[config.mk]
export PLATFORM = sky130hd
export DESIGN_NAME = wbupsizer
export DESIGN_NICKNAME = d
export VERILOG_FILES = /design/src/rtl/wbupsizer.sv
export SDC_FILE = /design/constraint.sdc
export NUM_CORES = 1
export LEC_CHECK = 0
export ABC_AREA = 1
export CAP_MARGIN = 10
export CORE_AREA = 2 2 155 157
export CTS_CLUSTER_SIZE = 14
export DETAILED_ROUTE_END_ITERATION = 8
export DIE_AREA = 0 0 157 159
export PLACE_DENSITY = 0.75
export SYNTH_ARGS = -nofsm -noshare
export SYNTH_HDL_FRONTEND = slang
export SYNTH_SLANG_ARGS = --single-unit
export TNS_END_PERCENT = 5
[constraint.sdc]
create_clock -name i_clk -period 4.7 [get_ports i_clk]
set_input_delay 0.94 -clock i_clk [delete_from_list [all_inputs] [get_ports i_clk]]
set_output_delay 0.94 -clock i_clk [all_outputs]
set_load 0.005 [all_outputs]
[src/rtl/wbupsizer.sv]
// Pipelined Wishbone width upsizer: each narrow DW beat becomes one WIDE_DW beat.
// A lane FIFO records the narrow lane of every outstanding request to steer read returns.
module wbupsizer #(
  parameter int AW      = 26,
  parameter int DW      = 32,
  parameter int WIDE_DW = 128,
  parameter int LGFIFO  = 5
) (
  input  logic                          i_clk,
  input  logic                          i_reset_n,
  input  logic                          i_wb_cyc,
  input  logic                          i_wb_stb,
  input  logic                          i_wb_we,
  input  logic [AW-1:0]                 i_wb_addr,
  input  logic [DW-1:0]                 i_wb_data,
  input  logic [DW/8-1:0]               i_wb_sel,
  output logic                          o_wb_stall,
  output logic                          o_wb_ack,
  output logic [DW-1:0]                 o_wb_data,
  output logic                          o_wb_err,
  output logic                          o_dwb_cyc,
  output logic                          o_dwb_stb,
  output logic                          o_dwb_we,
  output logic [AW-$clog2(WIDE_DW/DW)-1:0] o_dwb_addr,
  output logic [WIDE_DW-1:0]            o_dwb_data,
  output logic [WIDE_DW/8-1:0]          o_dwb_sel,
  input  logic                          i_dwb_stall,
  input  logic                          i_dwb_ack,
  input  logic [WIDE_DW-1:0]            i_dwb_data,
  input  logic                          i_dwb_err
);
  localparam int R     = WIDE_DW / DW;
  localparam int LS    = $clog2(R);
  localparam int SW    = DW / 8;
  localparam int WSW   = WIDE_DW / 8;
  localparam int DEPTH = 1 << LGFIFO;

  logic                r_cyc, r_stb, r_we;
  logic [AW-LS-1:0]    r_addr;
  logic [WIDE_DW-1:0]  r_data;
  logic [WSW-1:0]      r_sel;
  logic                r_ack, r_err;
  logic [DW-1:0]       r_rdata;
  logic [LS-1:0]       r_fifo [DEPTH];
  logic [LGFIFO-1:0]   r_wr_ptr, r_rd_ptr;
  logic [LGFIFO:0]     r_count;

  logic                w_full, w_stall, w_accept, w_flush, w_push, w_pop;
  logic [LS-1:0]       w_lane, w_pop_lane;
  logic [WSW-1:0]      w_sel;
  logic [DW-1:0]       w_rdata;

  assign w_lane     = i_wb_addr[LS-1:0];
  assign w_full     = (r_count == (LGFIFO+1)'(DEPTH));
  assign w_stall    = (r_stb && i_dwb_stall) || w_full || !i_wb_cyc;
  assign w_accept   = i_wb_stb && !w_stall;
  // A bus error or a dropped narrow cycle abandons everything in flight.
  assign w_flush    = !i_wb_cyc || (i_dwb_err && r_cyc);
  assign w_push     = w_accept && !w_flush;
  assign w_pop      = i_dwb_ack && r_cyc && (r_count != '0) && !w_flush;
  assign w_pop_lane = r_fifo[r_rd_ptr];

  always_comb begin
    w_sel   = '0;
    w_rdata = '0;
    for (int k = 0; k < R; k++) begin
      if (int'(w_lane) == k)
        w_sel[k*SW +: SW] = i_wb_sel;
      if (int'(w_pop_lane) == k)
        w_rdata = i_dwb_data[k*DW +: DW];
    end
  end

  always_ff @(posedge i_clk) begin
    if (!i_reset_n || w_flush) begin
      r_cyc <= 1'b0;
      r_stb <= 1'b0;
    end else if (w_accept) begin
      r_cyc <= 1'b1;
      r_stb <= 1'b1;
    end else if (!i_dwb_stall) begin
      r_stb <= 1'b0;
    end
  end

  // Request fields only load on accept, so they hold while the wide slave stalls.
  always_ff @(posedge i_clk) begin
    if (w_accept) begin
      r_we   <= i_wb_we;
      r_addr <= i_wb_addr[AW-1:LS];
      r_data <= {R{i_wb_data}};
      r_sel  <= w_sel;
    end
  end

  always_ff @(posedge i_clk) begin
    if (!i_reset_n || w_flush) begin
      r_wr_ptr <= '0;
      r_rd_ptr <= '0;
      r_count  <= '0;
    end else begin
      if (w_push)
        r_wr_ptr <= r_wr_ptr + LGFIFO'(1);
      if (w_pop)
        r_rd_ptr <= r_rd_ptr + LGFIFO'(1);
      case ({w_push, w_pop})
        2'b10:   r_count <= r_count + (LGFIFO+1)'(1);
        2'b01:   r_count <= r_count - (LGFIFO+1)'(1);
        default: r_count <= r_count;
      endcase
    end
  end

  always_ff @(posedge i_clk) begin
    if (w_push)
      r_fifo[r_wr_ptr] <= w_lane;
  end

  always_ff @(posedge i_clk) begin
    if (!i_reset_n) begin
      r_ack <= 1'b0;
      r_err <= 1'b0;
    end else begin
      r_ack <= w_pop;
      r_err <= i_dwb_err && r_cyc && i_wb_cyc;
    end
    if (w_pop)
      r_rdata <= w_rdata;
  end

  assign o_wb_stall = w_stall;
  assign o_wb_ack   = r_ack;
  assign o_wb_err   = r_err;
  assign o_wb_data  = r_rdata;
  assign o_dwb_cyc  = r_cyc;
  assign o_dwb_stb  = r_stb;
  assign o_dwb_we   = r_we;
  assign o_dwb_addr = r_addr;
  assign o_dwb_data = r_data;
  assign o_dwb_sel  = r_sel;

endmodule

Word level (Yosys, flattened, before mapping)
Memory sizes are Yosys's and may differ from the RTL's. A register that Yosys moved wholly into a read port is not among the register bits.
Cells that the tools add are included.
{"block": "word_totals", "memories": 1, "reg_bits": 221, "out_inout_bits": 206, "input_bits": 198, "ramBits": 64}
{"memory": "r_fifo", "words": 32, "width": 2, "rd": 1, "rd_ports_with_merged_regs": 1, "write_ports": 1, "line": "44", "rtl": "logic [LS-1:0] r_fifo [DEPTH];"}
{"block": "op_classes", "n_mux": 11, "reduce_logical": 20, "n_eq_ne": 10, "add_sub_neg": 4}
{"op": "$mux 32", "n": 4}
{"op": "$pmux 6 s2", "n": 1}
{"op": "$add 5x1->5 const B", "n": 2}
{"op": "$eq 2x2->1 const B", "n": 5}
{"op": "$mux 5", "n": 2}
{"op": "$logic_and 1x1->1", "n": 8}
{"op": "$add 6x1->6 const B", "n": 1}
{"op": "$eq 2x1->1 const B", "n": 3}
{"op": "$eq 6x6->1 const B", "n": 1}
{"op": "$reduce_bool 6->1", "n": 1}
{"op": "$sub 6x1->6 const B", "n": 1}
{"op": "$logic_not 1->1", "n": 4}
{"op": "$logic_not 2->1", "n": 2}
{"op": "$logic_or 1x1->1", "n": 4}
{"op": "$mux 1", "n": 4}
{"op": "$ne 2x1->1 const B", "n": 1}
{"op": "$reduce_bool 2->1", "n": 1}

Longest topological paths before layout
Gate-level depths: netlist of the first run.
{"block": "logic_depth", "ltp_word": 8, "mapped_depth": 17, "depth_no_buf": 16}

Worst setup path after synthesis of the first run
Ideal clock, no wire load.
{"block": "synth_path", "path_kind": "input-to-reg", "from": "in i_dwb_err", "to": "reg r_count[4]", "cell_stages": 17, "setup_ps": 115, "slack_ps": 1027, "required_time_ps": 4585, "arrival_time_ps": 3558, "path_cell_list": "nand2_1 nand2_1 nor2_1 nand2_1 inv_1 ha_1 clkbuf_1 xnor2_1 inv_1 ha_1 inv_1 nand2_1 a21boi_0 o21ai_0 xnor2_1 o21ai_0 inv_1"}
{"block": "synth_via", "elab_chain_len": 6, "elab_cells_between_ends": 10, "classes_between": "2 x eq/ne; 1 x mux; 7 x reduce/logical"}
{"element": "start: declaration", "line": "30", "rtl": "input logic i_dwb_err"}
{"element": "$logic_and 1x1->1 *", "line": "58", "rtl": "assign w_flush = !i_wb_cyc || (i_dwb_err && r_cyc);"}
{"element": "$logic_or 1x1->1 *", "line": "58"}
{"element": "$logic_not 1->1 *", "line": "60", "rtl": "assign w_pop = i_dwb_ack && r_cyc && (r_count != '0) && !w_flush;"}
{"element": "$logic_and 1x1->1 *", "line": "60"}
{"element": "net w_pop", "line": "48", "rtl": "logic w_full, w_stall, w_accept, w_flush, w_push, w_pop;"}
{"element": "$eq 2x1->1 or $eq 2x2->1 (tied branches)", "line": "106", "rtl": "case ({w_push, w_pop})"}
{"element": "$pmux 6 s2 or $reduce_bool 2->1 (tied branches)"}
{"element": "end signal: assignment", "line": "107", "rtl": "2'b10: r_count <= r_count + (LGFIFO+1)'(1);"}
{"element": "end signal: assignment", "line": "108", "rtl": "2'b01: r_count <= r_count - (LGFIFO+1)'(1);"}
{"element": "end signal: assignment", "line": "109", "rtl": "default: r_count <= r_count;"}
{"element": "end: declaration", "line": "46", "rtl": "logic [LGFIFO:0] r_count;"}
Mark *: on every way through the listed nets, which the timed path passes. The rest lies on a longest branch.
A chain may end at the register's enable or synchronous reset.

Worst setup path after layout of the first run
{"block": "layout_path", "from": "in i_wb_cyc", "to": "reg r_count[4]"}
{"block": "layout_via", "elab_chain_len": 7, "elab_cells_between_ends": 13, "classes_between": "2 x eq/ne; 1 x mux; 10 x reduce/logical"}
{"element": "start: declaration", "line": "11", "rtl": "input logic i_wb_cyc,"}
{"element": "$logic_not 1->1 *", "line": "55, 58"}
{"element": "$logic_or 1x1->1", "line": "55", "rtl": "assign w_stall = (r_stb && i_dwb_stall) || w_full || !i_wb_cyc;"}
{"element": "$logic_not 1->1", "line": "56", "rtl": "assign w_accept = i_wb_stb && !w_stall;"}
{"element": "$logic_and 1x1->1", "line": "56"}
{"element": "$logic_and 1x1->1", "line": "59", "rtl": "assign w_push = w_accept && !w_flush;"}
{"element": "$eq 2x1->1 or $eq 2x2->1 (tied branches)", "line": "106"}
{"element": "$pmux 6 s2 or $reduce_bool 2->1 (tied branches)"}
Mark *: on every way between the ends. The rest lies on a longest branch, timed or not.

==> metrics.txt, run 1 <==
status completed; RSZ-0062 raised after global routing no; DRC Markers 0; Pwr Density ~290 nW/um^2; H-Tree Depth 4; Yosys warning count 0; area leader, netlist edfxtp_1; first-pass GRT wire length roughly 40000 um; most frequent cells in the layout clkdlybuf4s50_1, nand2_1, edfxtp_1, nand3_1, nor2_1; max cap viols 0; post-cts sizing count 0; Clock power frac between 30% and 40%; grt total ovfl 0; Initial Utilization about two fifths; Psw roughly 0.84 mW; initial antenna violation count 2; Register Area approximately 5600 um^2; Synth Cell Area 9050 um^2; maximum vdd drop ~0.00023 V; # IOs between 400 and 500; clk_lat worst skew approximately 0.43 ns; post-synthesis simple-gate area fraction between 20% and 30%; Finish-stage setup viols 0; largest net degree at the start of global routing 43; drt pass-1 iters 6; CTS sink cnt between 150 and 200; Switching Share 22.4%; Worst Setup Start Kind input pin; combinational share of power between 10% and 20%; syn nets between 1000 and 1500; share of cells above drive strength 1 between 4 and 5%; dpl hpwl about 21000 um; Crit path arrival time around 3.8 ns; Buffers & Inverters on Critical Path 5; largest family of logic cells by synthesized area simple AND/OR/NAND/NOR gates; initial drt markers 685; commonest non-fill, non-tap cell in the layout clkdlybuf4s50_1; wire length per cell ~19 um; Multi-input gate area roughly 2400 um^2; maximum clock rate ~290 MHz; multiplexer share of the synthesized area 0%; Synth Area in Compound Gates roughly 1.5%; Hold Crit Class register to register; ANT nets after route 0; fill count approximately 2000; Reg clk slew, reported paths 0.07 ns; Place WS ~0.78 ns; Critical Path RT just over 5 ns; GP Congestion ~0.87; die width around 160 um; # Post-CTS Setup Buffers 0; CP top delay family buffers and inverters; DRT Wirelength roughly 28000 um; Slew HR 45.9%; Post-Syn Area per Cell roughly 10 um^2; CTS Hold Bufs 0; Util after Layout between 50 and 60%; Placeable Area ~23000 um^2; TNS Setup 0 ns; via count around 7300; number of standard cells after synthesis about 860; TritonCTS clock tree yes; Final min period 3.48 ns; Max Clock Skew around 0.012 ns; post-route cell area 13200 um^2; Critical-path top delay cell clkdlybuf4s50_1; average via count per standard cell between 4 and 5; Root Buffer clkbuf_16; worst path cell trace clkdlybuf4s50_1 > nand4_1 > nor2_1 > inv_1 > ha_1 > xnor2_1 > inv_1 > ha_1 > inv_1 > nand2_1 > a21boi_0 > o21ai_0 > xnor2_1 > o21ai_0 > inv_1; Synth Area in Adders about 1.1%; crit-path max cell delay 0.52 ns; die area around 25000 um^2; Syn-to-layout area delta 45.8%; final slew viol count 0; vias in the first global route between 6000 and 7000; Synth Area in XOR/XNOR 1.06%; Worst-Margin Slew between 0.8 and 0.9 ns; placed inst area around 13000 um^2; Critical Path Fanout Max 8; largest cells by area after synthesis edfxtp_1, buf_4, nand2_1, nand3_1, dfxtp_1; clock buffer depth 2; CP Capture Type register; leakage 4.80 nW; Inserted Clock Buffers 17; post-route clock period utilization around 74%; Most Frequent Cell on Critical Path inv_1; top cell type's share of synthesized area a little under three fifths; Final Hold Fails 0; gr usage total 21.6%; Final nets around 1400; Total Power about 3.8 mW; FP Rows 56; Yosys reg bits a little under 200; final worst slack about 1.2 ns; Internal 2.92 mW; number of library cell types mapped by synthesis 31; I/O Buffers ~400; sequential power share roughly 51%; Die Height 159 um; Crit Path Category input pin to register; sequential cell area fraction in the yosys report 61.6%
==> logic make-up after synthesis <==
family,after synthesis
buffers and inverters,169
and+or+nand+nor,454
adders and majority gates,8
AOI/OAI and AO/OA,27
xor gates and xnor gates,11
DFF,194
==> state kept, by name (all words and copies together), names as in the netlist, named ones only <==
name and count:
o_wb_data 32, o_wb_err 1, o_dwb_stb 1, o_dwb_sel 16
r_fifo 64, r_rd_ptr 5, o_dwb_addr 24, o_dwb_data 32
o_dwb_cyc 1, o_wb_ack 1, o_dwb_we 1, r_wr_ptr 5
r_count 6
==> power groups by stage <==
stage	clock network, mW	logic, mW	registers, mW
floorplan	0	0.129	1.97
global placement	0	0.411	1.97
detailed placement	0	0.416	1.97
CTS	1.44	0.419	1.93
global route	1.51	0.443	1.94
finish	1.42	0.416	1.93
==> worst min-delay path, delay by kind of cell, from the launching register on <==
kind | cells | cell delay (ns)
flip-flops | 1 | 0.34
AND/OR/NAND/NOR | 2 | 0.12
==> area by class of cell <==
cell class / count / share of cell area (%)
flip-flops and latches: 194 / 42.3
repair buffers: 414 / 31.2
multi-input cells: 500 / 17.9
clock buffers: 19 / 3.52
well taps: 319 / 3.03
inverters: 39 / 1.14
clock inverters: 13 / 0.920
diodes: 1 / 0.0190
==> Yosys cell counts (all sizes together) <==
| cell type | instances |
|---|---|
| a21boi | 1 |
| a21oi | 12 |
| buf | 127 |
| clkbuf | 3 |
| clkinv | 1 |
| dfxtp | 25 |
| edfxtp | 169 |
| ha | 8 |
| inv | 38 |
| nand2 | 202 |
| nand3 | 136 |
| nand3b | 10 |
| nand4 | 23 |
| nor2 | 70 |
| nor3 | 5 |
| nor3b | 1 |
| nor4 | 1 |
| o21a | 1 |
| o21ai | 13 |
| or2 | 6 |
| xnor2 | 6 |
| xor2 | 5 |
==> per-layer routing <==
metal / part of all wire (%) / GRT usage (%) / vias to the layer above
met5: 0 / 0 / -
met4: 2.1 / 7.26 / 0
met3: 8.1 / 4.57 / 39
met2: 49 / 35.9 / 336
met1: 41 / 28.1 / 3455
li1: - / - / 3453
==> path summary, 6_finish.rpt <==
kind	startpoint	end	slack, ns	depth (start not counted)
setup / recovery	i_wb_cyc	r_count[4]$_SDFFE_PP0P_	1.22	15
hold reg to reg	o_dwb_cyc$_SDFFE_PP0P_	o_wb_err$_SDFF_PN0_	0.50	2
setup reg to reg	register	o_wb_data[1]$_DFFE_PN_	1.60	10
hold / removal	o_dwb_cyc$_SDFFE_PP0P_	o_wb_err$_SDFF_PN0_	0.50	2
==> stage by stage <==
| stage | instances | hold WS (ns) |
|---|---|---|
| 6_report | 1499 | 0.502 |
| 5_1_grt | 1499 | 0.529 |
| 4_1_cts | 1498 | 0.511 |
| 3_5_place_dp | 1466 | 0.499 |
| 3_3_place_gp | 1466 | 0.499 |
| 2_1_floorplan | 863 | 0.474 |
No activity file was read; power rests on OpenSTA's default activity.
==> run 2, diff against run 1 <==
--- a/config.mk
+++ b/config.mk
@@ -7,11 +7,10 @@
 export LEC_CHECK = 0
 export ABC_AREA = 1
 export CAP_MARGIN = 10
-export CORE_AREA = 2 2 155 157
+export CORE_UTILIZATION = 38
 export CTS_CLUSTER_SIZE = 14
 export DETAILED_ROUTE_END_ITERATION = 8
-export DIE_AREA = 0 0 157 159
-export PLACE_DENSITY = 0.75
+export PLACE_DENSITY = 0.77
 export SYNTH_ARGS = -nofsm -noshare
 export SYNTH_HDL_FRONTEND = slang
 export SYNTH_SLANG_ARGS = --single-unit
==> constraint.sdc (replaced) <==
create_clock -name i_clk -period 2.9 [get_ports i_clk]
set_input_delay 0.58 -clock i_clk [delete_from_list [all_inputs] [get_ports i_clk]]
set_output_delay 0.58 -clock i_clk [all_outputs]
set_load 0.005 [all_outputs]
==> run 2 against run 1 <==
Register-to-register slack got worse by 1.3 ns. Worst setup slack got worse by 0.95 ns. Non-clock buffer count rose by 12. Sequential power rose by 62%. Highest routed layer unchanged. Flip-flop and latch count did not move. Via count fell by 0.16%. Critical path type is now register to register. Final area rose by 1.1%.
==> metrics.txt, run 2 (synthesized netlist as in run 1, its figures left out) <==
status completed; # Post-CTS Setup Buffers 0; Syn-to-layout area delta 47.3%; die area approximately 24000 um^2; CP Capture Type register; wire length per cell 17.9 um; Final min period 2.63 ns; dpl hpwl just over 20000 um; most frequent cells in the layout clkdlybuf4s50_1, nand2_1, edfxtp_1, nand3_1, nor2_1; RSZ-0062 raised after global routing no; max cap viols 0; clock buffer depth 2; H-Tree Depth 4; via count 7271; Worst Setup Start Kind register; FP Rows 56; Worst-Margin Slew between 0.7 and 0.8 ns; Pwr Density 453 nW/um^2; Root Buffer clkbuf_16; average via count per standard cell 4.82; Critical Path Fanout Max 32; Crit Path Category register to register; Initial Utilization about two fifths; share of cells above drive strength 1 just under 6%; Final Hold Fails 0; Ant. Diodes 0; maximum vdd drop ~0.00036 V; GP Congestion between 0.8 and 0.9; # IOs around 400; Inserted Clock Buffers 17; gr usage total between 20% and 30%; sequential power share 51.9%; Reg clk slew, reported paths about 0.07 ns; commonest non-fill, non-tap cell in the layout clkdlybuf4s50_1; Crit path arrival time between 2 and 3 ns; Largest Register r_fifo; Finish-stage setup viols 0; Slew HR between 40% and 50%; TritonCTS clock tree yes; CTS sink cnt a little under 200; largest net degree at the start of global routing ~50; Total Power ~6.0 mW; Hold Crit Class register to register; DRT Wirelength ~27000 um; Placeable Area 23400 um^2; ANT nets after route 0; DRC Markers 0; drt pass-1 iters 5; final slew viol count 0; Switching Share around 22%; max FFs per register 64; initial drt markers approximately 660; Die Height roughly 160 um; clk_lat worst skew 0.43 ns; Max Clock Skew 0.0170 ns; I/O Buffers 403; grt total ovfl 0; Hold WS around 0.51 ns; Clock power frac 36.8%; TNS Setup 0 ns; DP Cell Count ~1500; post-cts sizing count 0; die width 156 um; post-route clock period utilization approximately nine tenths; vias in the first global route between 6000 and 7000; Critical Path RT ~3.2 ns; maximum clock rate 380 MHz; initial antenna violation count 0; first-pass GRT wire length between 30000 and 40000 um; CTS Hold Bufs 0; combinational share of power ~11%; Final nets ~1400; Internal about 4.7 mW; leakage between 4 and 5 nW; non-filler cells, final 1510; Psw around 1.3 mW
==> run 2: layout make-up <==
class,count,area (um^2)
multi-input combinational,500,2420
fill,1944,10100
inverter,39,154
tap,319,399
sequential,194,5580
clock buffer,23,479
clock inverter,9,72.6
timing repair buffer,426,4230
==> run 2: per-layer routing <==
layer / share of wire [%] / global-route usage [%] / vias to the layer above
met5: 0 / 0 / -
met4: 1.4 / 5.42 / 0
met1: 41 / 26.7 / 3458
met2: 50 / 36.2 / 304
met3: 7.1 / 5.12 / 34
li1: - / - / 3475
==> run 2: power by group through the flow <==
stage / Combinational (mW) / Sequential, mW / Clock, mW
floorplan: 0.211 / 3.19 / 0
global placement: 0.673 / 3.19 / 0
detailed placement: 0.682 / 3.20 / 0
CTS: 0.686 / 3.13 / 2.27
global route: 0.727 / 3.14 / 2.37
finish: 0.684 / 3.13 / 2.22
==> run 2: through the flow <==
| stage | worst slack [ns] | utilization, % | instance area (um^2) |
|---|---|---|---|
| 3_3_place_gp | 0.0746 | 54.6 | 12800 |
| 6_report | 0.268 | 57.0 | 13300 |
| 4_1_cts | 0.304 | 57.0 | 13300 |
| 2_1_floorplan | -0.0285 | - | 9120 |
| 5_1_grt | 0.0864 | 57.0 | 13300 |
| 3_5_place_dp | 0.0142 | 54.6 | 12800 |
==> run 2: final timing paths <==
| kind | startpoint | cells past startpoint | slack [ns] | endpoint |
|---|---|---|---|---|
| setup / recovery | register | 11 | 0.27 | o_wb_data[3]$_DFFE_PN_ |
| hold / removal | o_dwb_stb$_SDFFE_PP0P_ | 2 | 0.51 | o_dwb_stb$_SDFFE_PP0P_ |
| setup reg to reg | register | 11 | 0.27 | o_wb_data[3]$_DFFE_PN_ |
| hold reg to reg | o_dwb_stb$_SDFFE_PP0P_ | 2 | 0.51 | o_dwb_stb$_SDFFE_PP0P_ |
==> run 2: critical path: stages (launching register included) <==
cell and delay [ns]:
dfxtp_1 0.38, buf_4 0.33, nand2_1 0.10, nand3_1 0.09, nand3_1 0.11, nand2_1 0.09
nand2_1 0.07, nand3_2 0.17, nand2_4 0.18, nor2_4 0.66, nand2_1 0.12, nand4_1 0.16
